`src/rtl/neighbor_table_ctrl_pkg.sv`:
```
// Shared definitions for the neighbor table controller: FSM states and table geometry.
package neighbor_table_ctrl_pkg;

  localparam int TBL_DEPTH = 32;
  localparam int IDX_W     = 5;
  localparam int CNT_W     = IDX_W + 1;

  typedef enum logic [2:0] {
    IDLE,
    SCAN,
    WRITE,
    READ,
    CLEAR
  } state_e;

endpackage

```
`src/rtl/neighbor_table_ctrl.sv`:
```
// Arbitrates insert/update writes, indexed reads and heartbeat clears for an
// external neighbor table, tracking per-entry valid bits and the live entry count.
module neighbor_table_ctrl
  import neighbor_table_ctrl_pkg::*;
#(
  parameter int                    WORD_WIDTH = 16,
  parameter int                    TBL_DEPTH  = neighbor_table_ctrl_pkg::TBL_DEPTH,
  parameter logic [WORD_WIDTH-1:0] MY_NODE_ID = 16'h000C
) (
  input  logic                  clk,
  input  logic                  rst,
  input  logic                  wr_req,
  input  logic [WORD_WIDTH-1:0] wr_node_id,
  input  logic                  rd_req,
  input  logic [IDX_W-1:0]      rd_idx,
  input  logic                  hb_reset,
  input  logic [WORD_WIDTH-1:0] tbl_rd_node_id,
  output logic [IDX_W-1:0]      tbl_idx,
  output logic                  tbl_wr_en,
  output logic                  wr_ack,
  output logic                  wr_drop,
  output logic                  rd_ack,
  output logic [TBL_DEPTH-1:0]  valid_vec,
  output logic [CNT_W-1:0]      neighbor_count,
  output logic                  busy
);

  localparam logic [CNT_W-1:0] L_FULL_CNT = CNT_W'(TBL_DEPTH);

  state_e                r_state;
  state_e                w_state_nxt;
  logic [IDX_W-1:0]      r_idx;
  logic [IDX_W-1:0]      w_idx_nxt;
  logic [WORD_WIDTH-1:0] r_wr_id;
  logic                  r_alloc;
  logic                  w_alloc_nxt;
  logic                  r_drop;
  logic                  w_drop_nxt;
  logic                  w_latch_id;
  logic                  r_hb_pend;
  logic [TBL_DEPTH-1:0]  r_valid_vec;
  logic [CNT_W-1:0]      r_count;

  logic w_hb;
  logic w_wr_take;
  logic w_scan_last;
  logic w_full;

  // A request is still high during its own drop pulse, so it is not re-sampled then.
  assign w_hb        = hb_reset | r_hb_pend;
  assign w_wr_take   = wr_req & ~r_drop;
  assign w_scan_last = ({1'b0, r_idx} == (r_count - CNT_W'(1)));
  assign w_full      = (r_count >= L_FULL_CNT);

  always_comb begin
    w_state_nxt = r_state;
    w_idx_nxt   = r_idx;
    w_alloc_nxt = r_alloc;
    w_drop_nxt  = 1'b0;
    w_latch_id  = 1'b0;
    tbl_wr_en   = 1'b0;
    wr_ack      = 1'b0;
    rd_ack      = 1'b0;
    case (r_state)
      IDLE: begin
        if (w_hb) begin
          w_state_nxt = CLEAR;
        end else if (w_wr_take) begin
          if (wr_node_id == MY_NODE_ID) begin
            w_drop_nxt = 1'b1;
          end else begin
            w_latch_id = 1'b1;
            w_idx_nxt  = '0;
            if (r_count == '0) begin
              w_state_nxt = WRITE;
              w_alloc_nxt = 1'b1;
            end else begin
              w_state_nxt = SCAN;
              w_alloc_nxt = 1'b0;
            end
          end
        end else if (rd_req) begin
          w_state_nxt = READ;
          w_idx_nxt   = rd_idx;
        end
      end
      SCAN: begin
        // An allocation spends one extra SCAN cycle presenting the fresh index before the strobe.
        if (r_alloc) begin
          w_state_nxt = WRITE;
        end else if (tbl_rd_node_id == r_wr_id) begin
          w_state_nxt = WRITE;
        end else if (w_scan_last) begin
          if (w_full) begin
            w_drop_nxt  = 1'b1;
            w_state_nxt = IDLE;
          end else begin
            w_idx_nxt   = r_count[IDX_W-1:0];
            w_alloc_nxt = 1'b1;
          end
        end else begin
          w_idx_nxt = r_idx + IDX_W'(1);
        end
      end
      WRITE: begin
        tbl_wr_en   = 1'b1;
        wr_ack      = 1'b1;
        w_state_nxt = IDLE;
      end
      READ: begin
        rd_ack      = 1'b1;
        w_state_nxt = IDLE;
      end
      CLEAR: begin
        w_state_nxt = IDLE;
      end
      default: begin
        w_state_nxt = IDLE;
      end
    endcase
  end

  always_ff @(posedge clk or posedge rst) begin
    if (rst) begin
      r_state     <= IDLE;
      r_idx       <= '0;
      r_wr_id     <= '0;
      r_alloc     <= 1'b0;
      r_drop      <= 1'b0;
      r_hb_pend   <= 1'b0;
      r_valid_vec <= '0;
      r_count     <= '0;
    end else begin
      r_state <= w_state_nxt;
      r_idx   <= w_idx_nxt;
      r_alloc <= w_alloc_nxt;
      r_drop  <= w_drop_nxt;
      if (w_latch_id) begin
        r_wr_id <= wr_node_id;
      end
      // A heartbeat seen while busy waits here until the FSM is back in IDLE.
      if (r_state == IDLE) begin
        r_hb_pend <= 1'b0;
      end else if (hb_reset) begin
        r_hb_pend <= 1'b1;
      end
      if (r_state == CLEAR) begin
        r_valid_vec <= '0;
        r_count     <= '0;
      end else if (r_state == WRITE) begin
        r_valid_vec[r_idx] <= 1'b1;
        if (r_alloc) begin
          r_count <= r_count + CNT_W'(1);
        end
      end
    end
  end

  assign tbl_idx        = r_idx;
  assign wr_drop        = r_drop;
  assign valid_vec      = r_valid_vec;
  assign neighbor_count = r_count;
  assign busy           = (r_state != IDLE);

endmodule

```
`config.mk`:
```
export PLATFORM = sky130hd
export DESIGN_NAME = neighbor_table_ctrl
export DESIGN_NICKNAME = d
export VERILOG_FILES = /design/src/rtl/neighbor_table_ctrl_pkg.sv /design/src/rtl/neighbor_table_ctrl.sv
export SDC_FILE = /design/constraint.sdc
export NUM_CORES = 1
export LEC_CHECK = 0
export ABC_AREA = 1
export CORE_MARGIN = 2
export CORE_UTILIZATION = 46
export CTS_BUF_LIST = sky130_fd_sc_hd__clkbuf_8
export DETAILED_ROUTE_END_ITERATION = 8
export MAX_ROUTING_LAYER = met4
export PLACE_DENSITY_LB_ADDON = 0.08
export REMOVE_ABC_BUFFERS = 1
export SYNTH_ARGS = -nofsm -noshare
export SYNTH_HDL_FRONTEND = slang
export SYNTH_SLANG_ARGS = --single-unit
```
`constraint.sdc`:
```
create_clock -name clk -period 2.5 [get_ports clk]
set_clock_uncertainty 0.15 [all_clocks]
set_input_delay 0.75 -clock clk [delete_from_list [all_inputs] [get_ports clk]]
set_output_delay 0.75 -clock clk [all_outputs]
set_load 0.02 [all_outputs]
```
==> results.sh <==
export IMPL_status="completed"
export IMPL_ant_nets=0
export IMPL_dp_hpwl_mm=6.74
export IMPL_synth_cell_type_count=32
export IMPL_portBuffers=89
export IMPL_vias=3229
export IMPL_finalHoldViolations=0
export IMPL_relSlewSlack_pct=70.6
export IMPL_grt_pass1_wl_mm=14.9
export IMPL_grt_overflow_total=0
export IMPL_postCtsSetupRepairBufs=0
export IMPL_power_density_nw_per_um2=964
export IMPL_crit_chain="clkdlybuf4s50_1"
export IMPL_yosysSeqAreaShare_pct=46.6
export IMPL_peakVddDrop_mv=0.499
export IMPL_setup_viol=0
export IMPL_drt_total_wl_mm=8.83
export IMPL_crit_fanout=9
export IMPL_diodes=0
export IMPL_slowest_delay_ps=670
export IMPL_hold_buffers=0
export IMPL_ys_ff_latch=65
export IMPL_crit_type="reg2out"
export IMPL_grt_pass1_vias=3124
export IMPL_finalNetCount=605
export IMPL_path_buf_inv=1
export IMPL_placedInstanceArea_sq_um=4640
export IMPL_die_x_um=91.1
export IMPL_fin_crit_ps=2430
export IMPL_numCtsBuffers=9
export IMPL_period_share_pct=97.4
export IMPL_die_y_um=91.1
export IMPL_seq_area_sq_um=1630
export IMPL_r2r_end="tbl_idx[0]$_DFFE_PP0P_"
export IMPL_clk_pin_slew_worst_paths_ps=80
export IMPL_multiInputGateArea_sq_um=1610
export IMPL_syn_area_sq_um=3490
export IMPL_grt_max_degree=27
export IMPL_setup_tns_ps=0
export IMPL_ys_warnings_count=0
export IMPL_worst_slew_pin_transition_ps=441
export IMPL_synthArstFlopShare_pct=100
export IMPL_fmax_ghz=0.411
export IMPL_area_growth_synth_to_final_pct=40.0
export IMPL_initial_utilization_pct=47.9
export IMPL_final_cell_area_sq_um=4890
export IMPL_wl_per_cell_um=13.4
export IMPL_drtIter0Drc=168
export IMPL_cts_resized=4
export IMPL_synth_ff_type="dfrtp_1"
export IMPL_antenna_found_initial=0
export IMPL_cts_sinks=65
export IMPL_r2r_cells=13
export IMPL_first_pass_iters=5
export IMPL_slowest_stage="clkdlybuf4s50_1"
export IMPL_clock_latency_ps=340
export IMPL_maxCapViolCount=0
export IMPL_fill_cells=635
export IMPL_critPathCapture="neighbor_count[3]"
export IMPL_synth_top_cell_area_share_pct=46.6
export IMPL_cts_tree="done"
export IMPL_htreeDepth=3
export IMPL_startpoint_type="flip-flop"
export IMPL_end_kind="output port"
export IMPL_rsz0062_at_grt="no"
export IMPL_core_area_sq_um=7290
export IMPL_grtUsageTotal_pct=23.1
export IMPL_cp_depth=1
export IMPL_ios=90
export IMPL_cts_root_buf="clkbuf_8"
export IMPL_report_final_slew_viol_count=0
export IMPL_drive_gt1_share_pct=12.3
export IMPL_drc=0
export IMPL_rrSetupSlack_ps=370
export IMPL_hp_class="reg2reg"
export IMPL_synth_top_area_cell="dfrtp_1"
export IMPL_startpoint="neighbor_count[3]$_DFFE_PP0P_"
export IMPL_dieArea_sq_um=8300
export IMPL_synthTopCellsByArea="dfrtp_1 47%, nand2_1 13%, nor2_1 5.7%"
export IMPL_cts_max_path_buffers=2
export IMPL_final_cells=660
export IMPL_gp_congestion=0.905
export IMPL_cp_top_family="buffers and inverters"
export IMPL_power_leakage_nw=2.38
export IMPL_routed_via_density=4.89
export IMPL_arrival_ps=1530
export IMPL_min_from="valid_vec[26]$_DFFE_PP0P_"
export IMPL_row_count=31
export IMPL_r2r_start="neighbor_count[0]$_DFFE_PP0P_"
export IMPL_synthCells=444
export IMPL_required_ps=1600
export IMPL_place_inst=644
export IMPL_synth_area_per_cell_sq_um=7.86
export IMPL_synth_edf_count=0
kinds of logic (layout without fill, tap and decap cells):
group | after synthesis | in the layout | synth area share [%]
AO/OA/AOI/OAI | 58 | 58 | 8.57
buffers and inverters | 63 | 180 | 7.21
flip-flops | 65 | 65 | 46.6
AND/OR/NAND/NOR | 230 | 230 | 28.8
adder cells (fa/ha/maj) | 7 | 7 | 2.51
multiplexers | 8 | 8 | 3.01
XOR/XNOR | 13 | 13 | 3.26
report_power, final:
| group | internal, mW | switching [mW] | total, mW |
|---|---|---|---|
| Sequential | 1.31 | 0.214 | 1.52 |
| Combinational | 0.861 | 1.21 | 2.07 |
| Clock | 0.673 | 0.451 | 1.12 |
per-layer routing:
layer | GRT usage [%] | part of all wire, %
met5 | - | 0
met4 | 7.32 | 1.5
met3 | 3.07 | 5.1
met2 | 34.9 | 45
met1 | 32.5 | 49
synthesized netlist by cell type, types with 2 or more instances:
master      n
nand2_1   123
dfrtp_1    65
nor2_1     53
inv_1      44
o21ai_0    39
nand3_1    31
xor2_1     13
inv_2       9
o21ai_1     9
ha_1        7
a21oi_1     6
clkbuf_1    5
mux2_2      4
mux2_4      4
nand4_1     4
nor2_4      4
nor3_1      4
buf_2       3
nor2_2      3
nand3_2     2
through the flow:
step / hold WS, ps / worst slack (ps) / util (%) / total power, mW
floorplan: 328 / -26.5 / - / 2.82
global placement: 316 / -20.6 / 63.7 / 3.57
detailed placement: 323 / -39.4 / 63.7 / 3.62
CTS: 342 / 61.1 / 67.0 / 4.74
global route: 354 / 14.2 / 67.0 / 5.06
finish: 336 / 65.7 / 67.0 / 4.71
worst min path at each step:
stage / slack, ps / depth (start not counted) / endpoint
6_report: 340 / 2 / valid_vec[26]$_DFFE_PP0P_
5_1_grt: 350 / 2 / valid_vec[3]$_DFFE_PP0P_
4_1_cts: 340 / 2 / valid_vec[26]$_DFFE_PP0P_
3_5_place_dp: 320 / 2 / valid_vec[26]$_DFFE_PP0P_
3_3_place_gp: 320 / 2 / valid_vec[18]$_DFFE_PP0P_
2_1_floorplan: 330 / 2 / r_wr_id[14]$_DFFE_PP0P_
state kept, by name, summed over array words and instances (netlist names):
register        cells
valid_vec          32
r_alloc             1
r_wr_id            16
wr_drop             1
tbl_idx             5
r_hb_pend           1
neighbor_count      6
r_state             3
layout by cell type (no fill, tap or decap), drive strengths merged:
cell / Yosys / layout
nand2: 124 / 124
dlygate4sd2: 0 / 4
o31ai: 1 / 1
nand4: 4 / 4
clkbuf: 5 / 9
buf: 5 / 22
and3: 1 / 1
o21ai: 48 / 48
mux2: 8 / 8
a32oi: 1 / 1
o22ai: 1 / 1
inv: 53 / 55
bufinv: 0 / 3
a31oi: 1 / 1
a21oi: 6 / 6
ha: 7 / 7
clkinv: 0 / 2
nor4: 1 / 1
nor3: 6 / 6
dfrtp: 65 / 65
xor2: 13 / 13
nor2: 60 / 60
nand3b: 1 / 1
nand3: 33 / 33
clkdlybuf4s50: 0 / 85
cell type report:
type / instances / area share, %
sequential: 65 / 33.3
multi-input combinational: 316 / 33.0
timing repair buffer: 111 / 22.0
inverter: 53 / 4.07
clock inverter: 7 / 2.56
clock buffer: 9 / 2.54
tap: 99 / 2.54
Note: power is estimated with default switching activity, not from simulation.
